File: src/rtl/branch_resolve.sv
// Purpose: resolve one RISC-V conditional branch from ALU NZCV flags; registered taken/target/pc+4 result.
// Latency: 1 cycle from accept to out_valid; one result per cycle when out_ready stays high.
// Backpressure: one-deep output register, in_ready = !out_valid || out_ready; flush kills the held result.
// Optional: define BRANCH_STATS_EN to add the stat_resolved / stat_taken / stat_mispred_hint counters.
module branch_resolve #(
  parameter int XLEN = 32
) (
  input  logic            clk,
  input  logic            rst,
  input  logic            flush,
  input  logic            in_valid,
  output logic            in_ready,
  input  logic [2:0]      in_funct3,
  input  logic            in_zero,
  input  logic            in_negative,
  input  logic            in_carry,
  input  logic            in_overflow,
  input  logic [XLEN-1:0] in_pc,
  input  logic [XLEN-1:0] in_imm,
  output logic            out_valid,
  input  logic            out_ready,
  output logic            out_taken,
  output logic [XLEN-1:0] out_target,
  output logic [XLEN-1:0] out_pc_plus4,
  output logic            out_misalign,
  output logic            out_illegal,
  output logic [3:0]      nzcv
`ifdef BRANCH_STATS_EN
  ,
  output logic [31:0]     stat_resolved,
  output logic [31:0]     stat_taken,
  output logic [31:0]     stat_mispred_hint
`endif
);

  logic            r_out_valid;
  logic            r_taken;
  logic [XLEN-1:0] r_target;
  logic [XLEN-1:0] r_pc_plus4;
  logic            r_misalign;
  logic            r_illegal;
  logic [3:0]      r_nzcv;

  logic            w_accept;
  logic            w_taken;
  logic            w_illegal;
  logic [XLEN-1:0] w_target;
  logic [XLEN-1:0] w_pc_plus4;
  logic            w_misalign;

  // Ready whenever the output slot is empty or is being drained this cycle.
  assign in_ready   = !r_out_valid || out_ready;
  assign w_accept   = in_valid && in_ready && !flush;

  // Address arithmetic wraps at XLEN bits; carry-out is intentionally dropped.
  assign w_target   = in_pc + in_imm;
  assign w_pc_plus4 = in_pc + {{(XLEN-3){1'b0}}, 3'd4};
  assign w_misalign = w_taken && (w_target[1:0] != 2'b00);

  // Branch condition decode; C=1 means A >= B unsigned, so bltu is !C. 010/011 are illegal and never taken.
  always_comb begin
    w_taken   = 1'b0;
    w_illegal = 1'b0;
    case (in_funct3)
      3'b000:  w_taken = in_zero;
      3'b001:  w_taken = !in_zero;
      3'b100:  w_taken = in_negative ^ in_overflow;
      3'b101:  w_taken = !(in_negative ^ in_overflow);
      3'b110:  w_taken = !in_carry;
      3'b111:  w_taken = in_carry;
      default: w_illegal = 1'b1;
    endcase
  end

  // Output valid: flush wins, then a new accept keeps it set, else a take clears it.
  always_ff @(posedge clk or negedge rst) begin
    if (!rst) begin
      r_out_valid <= 1'b0;
    end else if (flush) begin
      r_out_valid <= 1'b0;
    end else if (w_accept) begin
      r_out_valid <= 1'b1;
    end else if (out_ready) begin
      r_out_valid <= 1'b0;
    end
  end

  // Result fields and architectural NZCV load only on accept, so they stay stable under backpressure.
  always_ff @(posedge clk or negedge rst) begin
    if (!rst) begin
      r_taken    <= 1'b0;
      r_target   <= '0;
      r_pc_plus4 <= '0;
      r_misalign <= 1'b0;
      r_illegal  <= 1'b0;
      r_nzcv     <= 4'b0000;
    end else if (w_accept) begin
      r_taken    <= w_taken;
      r_target   <= w_target;
      r_pc_plus4 <= w_pc_plus4;
      r_misalign <= w_misalign;
      r_illegal  <= w_illegal;
      r_nzcv     <= {in_negative, in_zero, in_carry, in_overflow};
    end
  end

  assign out_valid    = r_out_valid;
  assign out_taken    = r_taken;
  assign out_target   = r_target;
  assign out_pc_plus4 = r_pc_plus4;
  assign out_misalign = r_misalign;
  assign out_illegal  = r_illegal;
  assign nzcv         = r_nzcv;

`ifdef BRANCH_STATS_EN
  logic [31:0] r_stat_resolved;
  logic [31:0] r_stat_taken;
  logic [31:0] r_stat_mispred;
  logic        w_mispred;

  // Static backward-taken hint: a negative offset predicts taken.
  assign w_mispred = (w_taken != in_imm[XLEN-1]);

  // Free-running wrapping counters, advanced only by accepts.
  always_ff @(posedge clk or negedge rst) begin
    if (!rst) begin
      r_stat_resolved <= '0;
      r_stat_taken    <= '0;
      r_stat_mispred  <= '0;
    end else if (w_accept) begin
      r_stat_resolved <= r_stat_resolved + 32'd1;
      if (w_taken)   r_stat_taken   <= r_stat_taken + 32'd1;
      if (w_mispred) r_stat_mispred <= r_stat_mispred + 32'd1;
    end
  end

  assign stat_resolved     = r_stat_resolved;
  assign stat_taken        = r_stat_taken;
  assign stat_mispred_hint = r_stat_mispred;
`endif

endmodule
File: config.mk
export PLATFORM = sky130hd
export DESIGN_NAME = branch_resolve
export DESIGN_NICKNAME = d
export VERILOG_FILES = /design/src/rtl/branch_resolve.sv
export SDC_FILE = /design/constraint.sdc
export NUM_CORES = 1
export LEC_CHECK = 0
export CORE_AREA = 2 2 110 112
export DETAILED_ROUTE_END_ITERATION = 16
export DIE_AREA = 0 0 112 114
export PLACE_DENSITY = 0.88
export SLEW_MARGIN = 20
export SYNTH_ARGS = -nofsm -noshare
export SYNTH_HDL_FRONTEND = slang
export SYNTH_SLANG_ARGS = --single-unit
File: constraint.sdc
create_clock -name clk -period 1.75 [get_ports clk]
set_clock_uncertainty 0.1 [all_clocks]
set_input_delay 0.175 -clock clk [delete_from_list [all_inputs] [get_ports clk]]
set_output_delay 0.175 -clock clk [all_outputs]
set_load 0.02 [all_outputs]
==> metrics <==
status=finished, violations left; failing checks=setup timing; dpl hpwl=12,300 um; worst min-delay path category=input pin to flop; Synth Register Bits=72; Mapped Area=0.00488 mm^2; CP required=1.85 ns; Yosys top cell by area=dfrtp_1; Diodes inserted=0; Worst Setup End Kind=flop; WS Path Type=input pin to flop; PD cells=849 mW/mm^2; Die X=112 um; share of cells above drive strength 1=33.8%; FF-to-FF path depth=6; slew margin rel.=74.8%; final-stage net count=967; top-count cell post-synth=nand2_1; CTS H-Tree Depth=3; Hold Vio Cnt, Final=0; WL final=18,200 um; Hold Crit Depth=4; CP startpoint kind=input pin; I/O pins=149; Post-synth EDFFs=0; dpl cell area=0.00760 mm^2; fill cell count=790; routability cong.=0.928; row count=40; Finished Core Util=73.4%; register area=0.00180 mm^2; area taken by multi-input logic gates=0.00355 mm^2; DRC errors left=0; Slew Limit Fails=0; largest net degree at the start of global routing=53; initial antenna violation count=0; grt ovf=0; Max Clk Rate=0.466 GHz; final setup margin=-0.396 ns; CTS root buffer=clkbuf_16; register area share after synthesis=36.9%; Arr. time, crit path=2.25 ns; synth cell count leaders=nand2_1, dfrtp_1, o21ai_0; reg2reg setup slack=0.12 ns; Tcrit/Tclk final=123%; RSZ-0062 raised after global routing=yes; largest family of logic cells by synthesized area=compound AO/OA/AOI/OAI gates; Yosys Warn Count=0; # Max-Cap Violations=0; WL per Instance=18.0 um; pre-CTS WS=-1.11 ns; clk buf depth=2; worst vdd ir=0.700 mV; simple-gate area share of the yosys netlist=19.6%; Synth-to-Final Area Change=75.9%; Synth Area in Compound Gates=21.1%; Worst Hold Launch=in_pc[1]; GRT Total Usage=27.4%; Worst-Margin Slew=0.374 ns; Synth Area in XOR/XNOR=9.86%; core box area=0.0117 mm^2; mux cell area share after synthesis=0.640%; latest clock arrival within the worst-skew pair=0.33 ns; Leak=3.80 nW; fin crit period=2.15 ns; ys async rst share=100%; prevailing post-synth register cell=dfrtp_1; I/O Buffers=148; clock buffer count from CTS=9; final setup violating endpoints=24; Initial DRC Count=284; Crit Path Max Fanout=4; FF-to-FF End=out_target[24]; cell area after layout=0.00859 mm^2; post-route ant nets=0; Pre-Repair DR Iteration Count=5; die area=0.0128 mm^2; DR vias=5,565; worst hold slack=0.0470 ns; Yosys cell types=59; initial core utilization=41.7%; Avg Cell Area, Syn=8.57 um^2; CTS tree=done; Clock Sinks=72; Synth Instances=570; vias in the first global route=5,816; top post-synthesis cells by area=dfrtp_1, nand2_1, ha_1; adder-cell share of the synthesized area=8.61%; Hold Path Sink=out_pc_plus4[1]; Reg2Reg Launch Point=out_valid; Clock transition at path regs=0.06 ns; syn_nets=679; Pwr Total=7.29 mW; die height=114 um; Vias/cell=5.52; first-pass GRT wire length=28,000 um; share of the synthesized area in the top cell type=36.9%
-- logic make-up after synthesis --
kind of cell / count (synthesis)
multiplexers: 3
buffers and inverters: 35
flip-flops: 72
adder cells (fa/ha/maj): 33
XOR/XNOR: 55
AND/OR/NAND/NOR: 212
AO/OA/AOI/OAI: 160
-- sequential cells by signal, summed over array words and instances (netlist names) --
signal / flops
out_pc_plus4: 32
out_taken: 1
out_illegal: 1
out_misalign: 1
nzcv: 4
out_target: 32
out_valid: 1
-- power by group --
part | internal, mW | leakage, nW | switching [mW]
Clock | 1.32 | 0.159 | 0.698
Sequential | 1.98 | 0.892 | 0.186
Combinational | 1.57 | 2.75 | 1.55
-- per-stage QoR --
stage | std cells | TNS, ns
final | 1009 | -5.62
after detailed placement | 973 | -35.89
after CTS | 1004 | -4.13
after global routing | 1009 | -7.06
after global placement | 973 | -33.65
after floorplan | 570 | -6.79
-- cell usage in the layout, fill, tap and decap left out, types with 8 or more instances in the layout --
cell               n
clkdlybuf4s50_1  103
clkbuf_16          9
nand4_1            9
dlygate4sd2_1     13
buf_6             17
ha_4              22
xor2_1            23
nor2_1            22
o21ai_0           42
ha_1              10
a21o_1            10
nand3_1           22
buf_2             11
a21oi_1           26
dfrtp_1           72
buf_4            142
nand2_1          112
and3_1             8
o21ai_1           23
xnor2_1           23
-- worst max-delay path, cell delays in order --
cell and delay [ns]:
clkdlybuf4s50_1 0.45, ha_1 0.37, buf_4 0.16, nand3_1 0.10, a211oi_2 0.30, o21ai_2 0.10
buf_4 0.14, buf_4 0.13, a311o_1 0.32
-- worst max-delay path by stage --
stage / from / end / slack (ns) / cells past startpoint
6_report: in_imm[21] / out_target[24] / -0.40 / 9
5_1_grt: in_pc[0] / out_target[22] / -0.45 / 11
4_1_cts: in_imm[1] / out_target[25] / -0.37 / 9
3_5_place_dp: in_pc[0] / out_target[24] / -1.11 / 10
3_3_place_gp: in_pc[0] / out_target[24] / -1.07 / 10
2_1_floorplan: in_pc[0] / out_target[30] / -0.52 / 8
-- area by class of cell --
type                    count  area share (%)
flip-flops and latches     72            21.0
well taps                 147            2.14
repair buffers            305            31.5
clock buffers              12            2.99
clock inverters             3           0.757
multi-input cells         463            41.3
inverters                   7           0.306
-- timing repair --
item / CTS / global route
setup endpoints to repair: 48 / 36
endpoints found under the hold margin: 30 / 0
pin swaps: 80 / 33
buffers inserted: 16 / 7
resized for setup: 197 / 54
hold buffers: 2 / 0
-- layer usage --
metal | global-route usage (%) | vias to the layer above | share of wire (%)
li1 | - | 2594 | -
met1 | 32.6 | 2642 | 40
met2 | 47.2 | 242 | 49
met3 | 4.20 | 87 | 5.2
met4 | 16.1 | 0 | 5.9
met5 | 0 | - | 0
Power figures use the tool's default switching activity.
